### src/rtl/seg7_scan_driver.sv
// seg7_scan_driver: multiplexed 7-segment scanner with anti-ghost blanking, hex/status glyphs and per-digit blink
module seg7_scan_driver #(
   parameter int NUM_DIGITS           = 4,
   parameter int COMMON_ANODE_CATHODE = 0,
   parameter int DIG_ACTIVE_HIGH      = 0,
   parameter int REFRESH_DIV          = 50000,
   parameter int DEAD_CYCLES          = 16,
   parameter int BLINK_SCANS          = 64
) (
   input  logic                    i_clk,
   input  logic                    i_rst_n,
   input  logic [4*NUM_DIGITS-1:0] i_data,
   input  logic                    i_load,
   input  logic                    i_mode,
   input  logic [NUM_DIGITS-1:0]   i_blank_mask,
   input  logic [NUM_DIGITS-1:0]   i_blink_en,
   output logic [6:0]              o_seg,
   output logic [NUM_DIGITS-1:0]   o_dig,
   output logic                    o_scan_done
);
   localparam int CMAX = (REFRESH_DIV > DEAD_CYCLES) ? REFRESH_DIV : DEAD_CYCLES;
   localparam int CW   = $clog2(CMAX);
   localparam int IW   = (NUM_DIGITS > 1) ? $clog2(NUM_DIGITS) : 1;
   localparam int BW   = (BLINK_SCANS > 1) ? $clog2(BLINK_SCANS) : 1;
   localparam logic [6:0]            SEG_OFF    = {7{COMMON_ANODE_CATHODE == 0}};
   localparam logic [NUM_DIGITS-1:0] DIG_OFF    = {NUM_DIGITS{DIG_ACTIVE_HIGH == 0}};
   localparam logic [CW-1:0]         DEAD_LAST  = CW'(DEAD_CYCLES - 1);
   localparam logic [CW-1:0]         DRIVE_LAST = CW'(REFRESH_DIV - 1);
   localparam logic [IW-1:0]         IDX_LAST   = IW'(NUM_DIGITS - 1);
   localparam logic [BW-1:0]         BLINK_LAST = BW'(BLINK_SCANS - 1);

   typedef enum logic {BLANK, DRIVE} state_t;

   state_t                  r_state, w_state_nxt;
   logic [CW-1:0]           r_cnt, w_cnt_nxt;
   logic [IW-1:0]           r_idx, w_idx_nxt;
   logic [BW-1:0]           r_scans;
   logic                    r_run, r_phase, r_scan_done;
   logic [4*NUM_DIGITS-1:0] r_shadow;
   logic [6:0]              r_seg;
   logic [NUM_DIGITS-1:0]   r_dig;
   logic                    w_start, w_stop, w_wrap, w_dark;
   logic [3:0]              w_nib;
   logic [6:0]              w_glyph, w_seg_on;
   logic [NUM_DIGITS-1:0]   w_dig_on;

   function automatic logic [6:0] f_hex(input logic [3:0] n);
      case (n)
         4'h0: f_hex = 7'h7E;
         4'h1: f_hex = 7'h30;
         4'h2: f_hex = 7'h6D;
         4'h3: f_hex = 7'h79;
         4'h4: f_hex = 7'h33;
         4'h5: f_hex = 7'h5B;
         4'h6: f_hex = 7'h5F;
         4'h7: f_hex = 7'h70;
         4'h8: f_hex = 7'h7F;
         4'h9: f_hex = 7'h7B;
         4'hA: f_hex = 7'h77;
         4'hB: f_hex = 7'h1F;
         4'hC: f_hex = 7'h4E;
         4'hD: f_hex = 7'h3D;
         4'hE: f_hex = 7'h4F;
         default: f_hex = 7'h47;
      endcase
   endfunction

   always_comb begin
      w_state_nxt = r_state;
      w_cnt_nxt   = r_run ? r_cnt + CW'(1) : r_cnt;
      w_idx_nxt   = r_idx;
      w_start     = 1'b0;
      w_stop      = 1'b0;
      if (r_run && r_state == BLANK && r_cnt == DEAD_LAST) begin
         w_state_nxt = DRIVE;
         w_cnt_nxt   = '0;
         w_start     = 1'b1;
      end else if (r_state == DRIVE && r_cnt == DRIVE_LAST) begin
         w_state_nxt = BLANK;
         w_cnt_nxt   = '0;
         w_stop      = 1'b1;
         w_idx_nxt   = (r_idx == IDX_LAST) ? '0 : r_idx + IW'(1);
      end
   end

   assign w_wrap   = w_stop && (r_idx == IDX_LAST);
   assign w_nib    = r_shadow[4*r_idx +: 4];
   assign w_dark   = i_blank_mask[r_idx] | (i_blink_en[r_idx] & r_phase);
   assign w_glyph  = !i_mode ? f_hex(w_nib) :
                     (w_nib == 4'h0) ? 7'h00 :
                     (w_nib inside {4'h4, 4'h5, 4'h6, 4'hA, 4'hE, 4'hF}) ? f_hex(w_nib) : 7'h67;
   assign w_seg_on = w_dark ? 7'h00 : w_glyph;
   assign w_dig_on = w_dark ? '0 : NUM_DIGITS'(1) << r_idx;

   always_ff @(posedge i_clk or negedge i_rst_n)
      if (!i_rst_n) begin
         r_state <= BLANK;
         r_cnt   <= '0;
         r_idx   <= '0;
         r_run   <= 1'b0;
      end else begin
         r_state <= w_state_nxt;
         r_cnt   <= w_cnt_nxt;
         r_idx   <= w_idx_nxt;
         r_run   <= 1'b1;
      end

   always_ff @(posedge i_clk or negedge i_rst_n)
      if (!i_rst_n)
         r_shadow <= '0;
      else if (i_load)
         r_shadow <= i_data;

   always_ff @(posedge i_clk or negedge i_rst_n)
      if (!i_rst_n) begin
         r_seg <= SEG_OFF;
         r_dig <= DIG_OFF;
      end else if (w_start) begin
         r_seg <= w_seg_on ^ SEG_OFF;
         r_dig <= w_dig_on ^ DIG_OFF;
      end else if (w_stop) begin
         r_seg <= SEG_OFF;
         r_dig <= DIG_OFF;
      end

   always_ff @(posedge i_clk or negedge i_rst_n)
      if (!i_rst_n) begin
         r_scans     <= '0;
         r_phase     <= 1'b0;
         r_scan_done <= 1'b0;
      end else begin
         r_scan_done <= w_wrap;
         if (w_wrap) begin
            r_scans <= (r_scans == BLINK_LAST) ? '0 : r_scans + BW'(1);
            r_phase <= (r_scans == BLINK_LAST) ? ~r_phase : r_phase;
         end
      end

   assign o_seg       = r_seg;
   assign o_dig       = r_dig;
   assign o_scan_done = r_scan_done;
endmodule

### config.mk
export PLATFORM = sky130hd
export DESIGN_NAME = seg7_scan_driver
export DESIGN_NICKNAME = d
export VERILOG_FILES = /design/src/rtl/seg7_scan_driver.sv
export SDC_FILE = /design/constraint.sdc
export NUM_CORES = 1
export LEC_CHECK = 0
export ABC_AREA = 0
export BUFFER_PORTS_ARGS = -buffer_cell sky130_fd_sc_hd__buf_2
export CAP_MARGIN = 20
export CELL_PAD_IN_SITES_DETAIL_PLACEMENT = 1
export CELL_PAD_IN_SITES_GLOBAL_PLACEMENT = 1
export CORE_MARGIN = 2
export CORE_UTILIZATION = 45
export DETAILED_ROUTE_END_ITERATION = 6
export HOLD_SLACK_MARGIN = 0.02
export PLACE_DENSITY_LB_ADDON = 0.08
export SYNTH_ARGS = -nofsm -noshare
export SYNTH_HDL_FRONTEND = slang
export SYNTH_SLANG_ARGS = --single-unit
### constraint.sdc
create_clock -name i_clk -period 2.7 [get_ports i_clk]
set_input_delay 0.54 -clock i_clk [delete_from_list [all_inputs] [get_ports i_clk]]
set_output_delay 0.54 -clock i_clk [all_outputs]
set_load 0.03 [all_outputs]
==> impl_metrics.yaml <==
sta:
  max_freq_mhz: 405
  finalSetupViolCount: 0
  hold_violations: 0
  max_slew.worst_pin.slew_ns: 0.912
  share_of_the_clock_period_used_by_the_worst_path_pct: 91.6
  rsz0062_at_grt: "false"
  slew_violations: 0
  setup-tns-final_ns: 0
  clock-skew-final_ns: 0.0101
  timing.max_slew.rel_slack_pct: 39.2
  post-route-min-period_ns: 2.47
synthesis:
  async_flop_share_pct: 100
  postSynthAreaPerCell_um2: 10.8
  synth.yosys.warnings: 0
  ys_ff_latch: 55
  synthesis.nets: 322
  synth_top_flop_cell: "sky130_fd_sc_hd__dfrtp_1"
  netlist-cell-type-count: 52
  yosysSeqAreaShare_pct: 46.1
  synth_enable_flop_cells: 0
  area_of_the_mapped_netlist_um2: 3020
  syn-instance-count: 280
global_routing:
  grt_overflow: 0
  via_count_of_the_first_global_routing_pass: 2385
  grt_pass1_wl_mm: 12.1
  grt_use_total_pct: 20.8
  antenna_found_initial: 0
  grt_max_degree: 28
cts:
  insertion_delay_ns: 0.31
  cts-buffers-inserted: 5
  post_cts_resize_count: 0
  htreeDepth: 2
  holdBufCountCts: 0
  cts_sinks: 55
  cts_setup_buffers: 0
  tritoncts: "yes"
  max-clock-path-buffers: 2
  cts.clk_slew.worst_paths_ns: 0.11
  root_buffer: "sky130_fd_sc_hd__clkbuf_8"
placed_design:
  placement.io_buffers: 39
  dp.final_hpwl_mm: 5.13
  place.gp.congestion: 0.819
routing:
  wirelength_mm: 6.99
  first_drt_iteration_drcs: 113
  routed-via-count: 2278
  routedWlPerCell_um: 17.5
  first_pass_iteration_count_of_the_detailed_router: 6
  drc: 0
  detail_route.vias_per_cell: 5.70
  antenna_left: 0
critical_path:
  critical_path_depth: 8
  critical_path_peak_fanout: 7
  worstReg2RegEnd: "o_seg[0]$_DFFE_PN1P_"
  worst-endpoint-arrival_ns: 2.73
  regToRegStartpoint: "r_idx[0]$_DFFE_PN0N_"
  setup.worst_path.start: "r_idx[0]$_DFFE_PN0N_"
  cp-end-kind: "register"
  worstPathCellList: "mux4_2, inv_1, ha_1, nor2_1, and4_1, a221oi_4, a21boi_0, o22a_1"
  worst_path_buffer_plus_inverter_count: 1
  regToRegSetupSlack_ns: 0.23
  critical_path.top_delay_family: "compound AO/OA/AOI/OAI gates"
  timing.critical_path.slowest_stage_cell: "sky130_fd_sc_hd__mux4_2"
  setup.worst_path.end: "o_seg[0]$_DFFE_PN1P_"
  r2r.worst_path.cells: 8
  critical_path_required_ns: 2.96
  critPathKind: "register to register"
  cpPeakStageDelay_ns: 0.61
  timing.critical_path.from_type: "register"
final_layout:
  post_layout_utilization_of_the_core_pct: 53.5
  final_layout_size_suffix_gt1_share_pct: 31.0
  most_frequent_standard_cell_in_the_layout_excluding_fill_and_tap_cells: "sky130_fd_sc_hd__dfrtp_1"
  antenna-diode-count: 0
  layout-area-overhead-vs-synth_pct: 13.9
  num-nets-final: 364
  most-common-layout-cells: "sky130_fd_sc_hd__dfrtp_1 (44), sky130_fd_sc_hd__buf_2 (39), sky130_fd_sc_hd__nand2_1 (21), sky130_fd_sc_hd__a21oi_1 (21), sky130_fd_sc_hd__mux2_2 (20)"
die:
  core_area_um2: 6420
  design.portCount: 40
  die_h_um: 85.9
  die_width_um: 85.9
  die-area_um2: 7370
  floorplan.initialDensity_pct: 47.0
  floorplan.rows: 29
outcome:
  status: "finished clean"
power:
  power.density_nw_per_um2: 633
  vdd_ir_drop_max_v: 0.000275
  power.leakage_nw: 1.48
worst_hold_path:
  hold_path.class: "primary input to asynchronous set/reset pin"
run:
  drv_cap: 0
-- stage by stage --
| stage | hold WS [ns] | power, mW | setup slack (ns) | cell area [µm²] | instances |
|---|---|---|---|---|---|
| final | 0.236 | 2.17 | 0.228 | 3440 | 400 |
| after floorplan | 0.244 | 1.45 | 0.323 | 3020 | 280 |
| after global placement | 0.468 | 1.60 | 0.388 | 3310 | 392 |
| after CTS | 0.251 | 2.20 | 0.130 | 3420 | 400 |
| after global routing | 0.282 | 2.30 | 0.0274 | 3440 | 400 |
| after detailed placement | 0.466 | 1.61 | 0.209 | 3310 | 392 |
-- layout make-up --
| type | count | area, µm² |
|---|---|---|
| fillers | 746 | 2990 |
| multi-input cells | 203 | 1540 |
| flip-flops and latches | 55 | 1390 |
| repair buffers | 48 | 263 |
| well taps | 77 | 96.3 |
| clock buffers | 6 | 82.6 |
| clock inverters | 2 | 35.0 |
| inverters | 9 | 33.8 |
-- cells in the mapped netlist, types with 4 or more instances --
library cell              instances  area (µm²)
sky130_fd_sc_hd__dfrtp_1         44        1100
sky130_fd_sc_hd__a21oi_1         21         105
sky130_fd_sc_hd__nand2_1         21        78.8
sky130_fd_sc_hd__mux2_2          20         225
sky130_fd_sc_hd__nor2_1          17        63.8
sky130_fd_sc_hd__ha_1            14         175
sky130_fd_sc_hd__nand3_1         12        60.1
sky130_fd_sc_hd__dfstp_2         11         289
sky130_fd_sc_hd__inv_1            9        33.8
sky130_fd_sc_hd__o21ai_0          9        45.0
sky130_fd_sc_hd__o31ai_1          9        67.6
sky130_fd_sc_hd__xnor2_1          8        70.1
sky130_fd_sc_hd__or4_1            6        45.0
sky130_fd_sc_hd__mux4_2           5         113
sky130_fd_sc_hd__a31oi_1          4        25.0
sky130_fd_sc_hd__buf_2            4        20.0
sky130_fd_sc_hd__nand4_1          4        25.0
sky130_fd_sc_hd__or3_1            4        25.0
-- kinds of logic after synthesis --
group,Yosys count,synth area share [%]
AND/OR/NAND/NOR,87,15.8
AO/OA/AOI/OAI,63,13.7
flip-flops,55,46.1
multiplexers,28,12.2
buffers and inverters,22,3.40
adder cells (fa/ha/maj),14,5.81
XOR/XNOR,10,2.90
other,1,0.124
-- routing by layer --
layer	global-route usage (%)	vias up	routed length, µm
met2	33.2	39	3470
met5	0	-	0
met1	30.1	1133	3290
li1	-	1102	-
met4	4.91	0	40
met3	2.98	4	191
-- power breakdown --
part	total, mW	internal [mW]	leakage (nW)	switching (mW)
Clock	0.578	0.301	0.0612	0.277
Sequential	1.06	0.973	0.682	0.0908
Combinational	0.532	0.227	0.736	0.306
Total	2.17	1.50	1.48	0.673
-- state kept, by name, summed over array words and instances (netlist names) --
signal / count
o_dig: 4
o_scan_done: 1
o_seg: 7
r_cnt: 16
r_idx: 2
r_phase: 1
r_run: 1
r_scans: 6
r_shadow: 16
r_state: 1
-- worst min path at each step --
stage,startpoint,slack (ns),cells past startpoint,endpoint
after detailed placement,r_scans[4]$_DFFE_PN0N_,0.47,1,r_scans[4]$_DFFE_PN0N_
after CTS,i_rst_n,0.25,1,r_cnt[14]$_DFFE_PN0P_
after global placement,r_scans[4]$_DFFE_PN0N_,0.47,1,r_scans[4]$_DFFE_PN0N_
after floorplan,i_rst_n,0.24,0,o_scan_done$_DFF_PN0_
final,i_rst_n,0.24,1,r_cnt[14]$_DFFE_PN0P_
after global routing,i_rst_n,0.28,1,r_cnt[14]$_DFFE_PN0P_
Note: power is estimated with default switching activity, not from simulation.
